==> src/rtl/prime_seq_gen.sv <==
// Parametrised prime sequence generator: steps up/down through the primes below 2^WIDTH
// using a trial-division search FSM. Optional macro PRIME_SKIP_EVEN_EN restricts the search to odd values.
module prime_seq_gen #(
    parameter int WIDTH = 8
) (
    input  logic             clk,
    input  logic             rst,
    input  logic             en,
    input  logic             dir,
    output logic             busy,
    output logic             done,
    output logic             wrap,
    output logic [WIDTH-1:0] qn
);

    localparam logic [0:0] S_IDLE = 1'b0;
    localparam logic [0:0] S_TEST = 1'b1;

    localparam logic [WIDTH-1:0] MAX_VAL = {WIDTH{1'b1}};
    localparam logic [WIDTH-1:0] TWO     = WIDTH'(2);
    localparam logic [WIDTH-1:0] THREE   = WIDTH'(3);
`ifdef PRIME_SKIP_EVEN_EN
    localparam logic [WIDTH-1:0] STEP    = WIDTH'(2);
    localparam logic [WIDTH-1:0] D_FIRST = WIDTH'(3);
    localparam logic [WIDTH-1:0] D_STEP  = WIDTH'(2);
`else
    localparam logic [WIDTH-1:0] STEP    = WIDTH'(1);
    localparam logic [WIDTH-1:0] D_FIRST = WIDTH'(2);
    localparam logic [WIDTH-1:0] D_STEP  = WIDTH'(1);
`endif

    logic [0:0]         state_r;
    logic [WIDTH-1:0]   cand_r;
    logic [WIDTH-1:0]   d_r;
    logic               dir_r;
    logic               flag_r;
    logic [WIDTH-1:0]   qn_r;
    logic               busy_r;
    logic               done_r;
    logic               wrap_r;

    logic [2*WIDTH-1:0] d_wide_s;
    logic [2*WIDTH-1:0] cand_wide_s;
    logic [2*WIDTH-1:0] sq_s;
    logic               is_prime_s;
    logic               divides_s;
    logic               up_ovf_s;
    logic [WIDTH-1:0]   start_cand_s;
    logic [WIDTH-1:0]   start_d_s;
    logic               start_wrap_s;

    // Square and divisibility test for the current divisor; the square is double width so it never overflows
    always_comb begin
        d_wide_s    = {{WIDTH{1'b0}}, d_r};
        cand_wide_s = {{WIDTH{1'b0}}, cand_r};
        sq_s        = d_wide_s * d_wide_s;
        is_prime_s  = (sq_s > cand_wide_s);
        if (d_r != {WIDTH{1'b0}}) begin
            divides_s = ((cand_r % d_r) == {WIDTH{1'b0}});
        end else begin
            divides_s = 1'b0;
        end
        up_ovf_s = (cand_r > (MAX_VAL - STEP));
    end

    // First candidate and divisor when a step request is accepted
    always_comb begin
        start_cand_s = TWO;
        start_wrap_s = 1'b0;
        if (dir) begin
            if (qn_r == TWO) begin
                start_cand_s = MAX_VAL;
                start_wrap_s = 1'b1;
`ifdef PRIME_SKIP_EVEN_EN
            end else if (qn_r == THREE) begin
                start_cand_s = TWO;
                start_wrap_s = 1'b0;
`endif
            end else begin
                start_cand_s = qn_r - STEP;
                start_wrap_s = 1'b0;
            end
        end else begin
            if (qn_r == TWO) begin
                start_cand_s = THREE;
                start_wrap_s = 1'b0;
            end else if (qn_r > (MAX_VAL - STEP)) begin
                // no larger value fits: 2 is accepted in one cycle and flagged as a wrap
                start_cand_s = TWO;
                start_wrap_s = 1'b1;
            end else begin
                start_cand_s = qn_r + STEP;
                start_wrap_s = 1'b0;
            end
        end
        if (start_cand_s == TWO) begin
            start_d_s = TWO;
        end else begin
            start_d_s = D_FIRST;
        end
    end

    // Search FSM: one trial divisor per TEST cycle, registered handshake outputs
    always_ff @(posedge clk or posedge rst) begin
        if (rst) begin
            state_r <= S_IDLE;
            cand_r  <= TWO;
            d_r     <= TWO;
            dir_r   <= 1'b0;
            flag_r  <= 1'b0;
            qn_r    <= TWO;
            busy_r  <= 1'b0;
            done_r  <= 1'b0;
            wrap_r  <= 1'b0;
        end else begin
            done_r <= 1'b0;
            wrap_r <= 1'b0;
            case (state_r)
                S_IDLE: begin
                    if (en) begin
                        dir_r   <= dir;
                        busy_r  <= 1'b1;
                        cand_r  <= start_cand_s;
                        d_r     <= start_d_s;
                        flag_r  <= start_wrap_s;
                        state_r <= S_TEST;
                    end
                end
                S_TEST: begin
                    if (is_prime_s) begin
                        qn_r    <= cand_r;
                        done_r  <= 1'b1;
                        wrap_r  <= flag_r;
                        busy_r  <= 1'b0;
                        state_r <= S_IDLE;
                    end else if (divides_s) begin
                        if (!dir_r && up_ovf_s) begin
                            qn_r    <= TWO;
                            done_r  <= 1'b1;
                            wrap_r  <= 1'b1;
                            busy_r  <= 1'b0;
                            state_r <= S_IDLE;
                        end else begin
                            cand_r <= dir_r ? (cand_r - STEP) : (cand_r + STEP);
                            d_r    <= D_FIRST;
                        end
                    end else begin
                        d_r <= d_r + D_STEP;
                    end
                end
                default: begin
                    state_r <= S_IDLE;
                    busy_r  <= 1'b0;
                end
            endcase
        end
    end

    assign qn   = qn_r;
    assign busy = busy_r;
    assign done = done_r;
    assign wrap = wrap_r;

endmodule
==> config.mk <==
export PLATFORM = sky130hd
export DESIGN_NAME = prime_seq_gen
export DESIGN_NICKNAME = d
export VERILOG_FILES = /design/src/rtl/prime_seq_gen.sv
export SDC_FILE = /design/constraint.sdc
export NUM_CORES = 1
export LEC_CHECK = 0
export ABC_AREA = 1
export CAP_MARGIN = 0
export CORE_MARGIN = 2
export CORE_UTILIZATION = 50
export DETAILED_ROUTE_END_ITERATION = 10
export PLACE_DENSITY_LB_ADDON = 0.08
export SLEW_MARGIN = 25
export SYNTH_ARGS = -nofsm -noshare
export SYNTH_HDL_FRONTEND = slang
export SYNTH_SLANG_ARGS = --single-unit
==> constraint.sdc <==
create_clock -name clk -period 14.2 [get_ports clk]
set_input_delay 2.84 -clock clk [delete_from_list [all_inputs] [get_ports clk]]
set_output_delay 2.84 -clock clk [all_outputs]
set_load 0.02 [all_outputs]
==> impl_results.md <==
- Status: completed
- Max cap viols: 0
- RD Place Congestion: 0.896
- Worst-Skew Late Latency: 280 ps
- Via count: 5389
- Multi-input gate area: 4450 sq um
- Fin Setup TNS: 0 ps
- CTS Root Buffer Type: clkbuf_16
- Diode count: 0
- Fill cells: around 1.1k
- DP Worst Slack: 3680 ps
- Site Rows: 39
- Register area: roughly 750 sq um
- Most frequent CP cell: nand2_1
- Post-route DRC: 0
- Asr flop ratio synth: between 90% and 100%
- Final setup margin: 3610 ps
- Initial antenna violation count: 0
- Minimum clock period: 10590 ps
- Yosys warns: 0
- Met2 usage: ~42%
- GR Overflow Total: 0
- CP endpoint kind: register
- RSZ-0062 raised after global routing: false
- Achievable frequency: ~94 MHz
- Port buffer count: 14
- Share of cells above drive strength 1: 5.98%
- Total global routing track utilization: 24.3%
- # setup viols final: 0
- IO Count: 15
- GRT met3 Usage: about 3.2%
- Hpwl dp: roughly 12000 um
- Vias in the first global route: ~5.4k
- Postcts setup bufs: 0
- Delay of the slowest critical-path stage: 570 ps
- Worst Path Required: about 14000 ps
- Max Root-Sink Buffers: 2
- Met1 GRT Util: between 30% and 40%
- Most common flop cell mapped by yosys: dfrtp_1
- Routed Antenna Nets: 0
- Global-route wire length before repair: ~26000 um
- Area Growth Syn to Fin: 6.30%
- Die Area: ~13000 sq um
- Final nets: 985
- Sequential area share after synthesis: roughly an eighth
- Post-Syn Area: 5900 sq um
- Post-Synthesis Cells: between 800 and 900
- WL/cell: 14.3 um
- Post-CTS sizing: 0
- GRT busiest layer: met2
- Synth cell types: between 50 and 60
- TritonCTS Buffers: 5
- TritonCTS clock tree: done
- Critical Path Slowest Stage Cell: dfrtp_1
- H-Tree Depth: 2
- Core box area: approximately 11000 sq um
- CP arrival: approximately 11000 ps
- WL final: ~14000 um
- Syn_area_per_cell: a little under 7 sq um
- Reg clk slew, reported paths: 50 ps
- Startpoint Class: register
- Worst rel slew slack: 56.1%
- Clock skew: roughly 4.3 ps
- Floorplan die height: roughly 110 um
- Worst hold path type: register to register
- Die X: about 110 um
- Drt pass-1 iters: 4
- Syn Nets: approximately 980
- Vias/cell: roughly 5.3
- Initial drt markers: about 300
- Worst slew pin tran: approximately 660 ps
- Final Hold Fails: 0
- Seq cells post-synth: 30
- Slew Limit Fails: 0
- Final Cycle Share: between 70% and 80%
- Critical path class: register to register
- CP max FO: 13
- Largest net degree at the start of global routing: 24
- Post-synth EDFFs: 0
- Clk sinks: 30
- Starting density of the core: 51.5%
- CTS Hold Bufs: 0
[synthesized netlist by cell type, types with 2 or more instances]
master	n	area (sq um)
nand2_1	213	800
inv_1	151	567
ha_1	86	1080
nand3_1	70	350
nor2_1	52	195
a21oi_1	43	215
xor2_1	38	333
dfrtp_1	27	676
fa_1	27	541
o21ai_0	25	125
xnor2_1	12	105
clkbuf_1	11	41.3
nand4_1	10	62.6
o21ai_1	8	40.0
nor3_1	7	35.0
inv_2	5	18.8
nand2_2	5	31.3
nand3_2	5	50.1
nor2_2	5	31.3
o21ai_2	5	43.8
and2_1	4	25.0
buf_6	3	33.8
dfstp_2	3	78.8
o211ai_1	3	22.5
or2_2	3	18.8
a211oi_1	2	15.0
a21o_1	2	15.0
a221oi_1	2	17.5
a2bb2oi_1	2	17.5
a31oi_1	2	12.5
buf_1	2	7.51
nor2_4	2	22.5
nor3_2	2	20.0
nor4_1	2	12.5
o22ai_1	2	12.5
[per-layer routing]
layer | routed length, um | vias up
met5 | 0 | -
met4 | 178 | 0
met3 | 511 | 12
met2 | 6820 | 84
met1 | 6970 | 2506
li1 | - | 2787
[path summary, 6_finish.rpt]
check                      depth (start not counted)          startpoint               endpoint  slack [ps]
max in group asynchronous                          3                 rst  cand_r[1]$_DFFE_PP1P_       10770
max                                               75  d_r[0]$_DFFE_PP0P_     d_r[3]$_DFFE_PP0P_        3610
min in group asynchronous                          2                 rst      qn[0]$_DFFE_PP0P_        2790
max reg2reg                                       75  d_r[0]$_DFFE_PP0P_     d_r[3]$_DFFE_PP0P_        3610
min reg2reg                                        2  flag_r$_DFFE_PP0P_     flag_r$_DFFE_PP0P_         520
min                                                2  flag_r$_DFFE_PP0P_     flag_r$_DFFE_PP0P_         520
[kinds of logic after synthesis]
group / share of synthesized area, %
flops: 12.8
fa+ha+maj: 27.4
compound gates: 11.0
xor+xnor: 7.42
simple gates: 29.6
buf+inv: 11.8
[stage by stage]
stage | cells | hold WS [ps] | instance area, sq um | utilization, %
3_5_place_dp | 1004 | 515 | 6130 | 53.4
3_3_place_gp | 1004 | 504 | 6130 | 53.4
4_1_cts | 1012 | 524 | 6270 | 54.7
5_1_grt | 1012 | 550 | 6270 | 54.7
6_report | 1012 | 518 | 6270 | 54.7
2_1_floorplan | 864 | 478 | 5900 | -
[cell type report]
| class | count | area share, % |
|---|---|---|
| Clock buffer | 7 | 2.27 |
| Clock inverter | 1 | 0.0798 |
| Inverter | 158 | 9.49 |
| Multi-Input combinational cell | 658 | 70.9 |
| Sequential cell | 30 | 12.0 |
| Tap cell | 143 | 2.85 |
| Timing Repair Buffer | 15 | 2.35 |
[critical path, delay by kind of cell (launching register included)]
kind	cells	cell delay [ps]
flip-flops	1	570
AND/OR/NAND/NOR	47	4350
AO/OA/AOI/OAI	10	1750
buffers and inverters	10	1200
adder cells (fa/ha/maj)	8	2600
[sequential cells by signal, summed over array words and instances (netlist names)]
| register | count |
|---|---|
| dir_r | 1 |
| flag_r | 1 |
| busy | 1 |
| cand_r | 8 |
| d_r | 8 |
| done | 1 |
| qn | 8 |
| state_r | 1 |
| wrap | 1 |
[layout by cell type (no fill, tap or decap), types with 2 or more instances in the layout]
cell             netlist  layout
a211oi_1               2       2
a21o_1                 2       2
a21oi_1               43      43
a221oi_1               2       2
a2bb2oi_1              2       2
a31oi_1                2       2
and2_1                 4       4
clkbuf_16              0       5
clkdlybuf4s50_1        0      14
dfrtp_1               27      27
dfstp_2                3       3
fa_1                  27      27
ha_1                  86      86
inv_1                151     151
inv_2                  5       5
nand2_1              213     213
nand2_2                5       5
nand3_1               70      70
nand3_2                5       5
nand4_1               10      10
nor2_1                52      52
nor2_2                 5       5
nor2_4                 2       2
nor3_1                 7       7
nor3_2                 2       2
nor4_1                 2       2
o211ai_1               3       3
o21ai_0               25      25
o21ai_1                8       8
o21ai_2                5       5
o22ai_1                2       2
or2_2                  3       3
xnor2_1               12      12
xor2_1                38      38
Power is not shown: default switching activity piles up to over one toggle a cycle in this logic, so the estimate is an artifact.
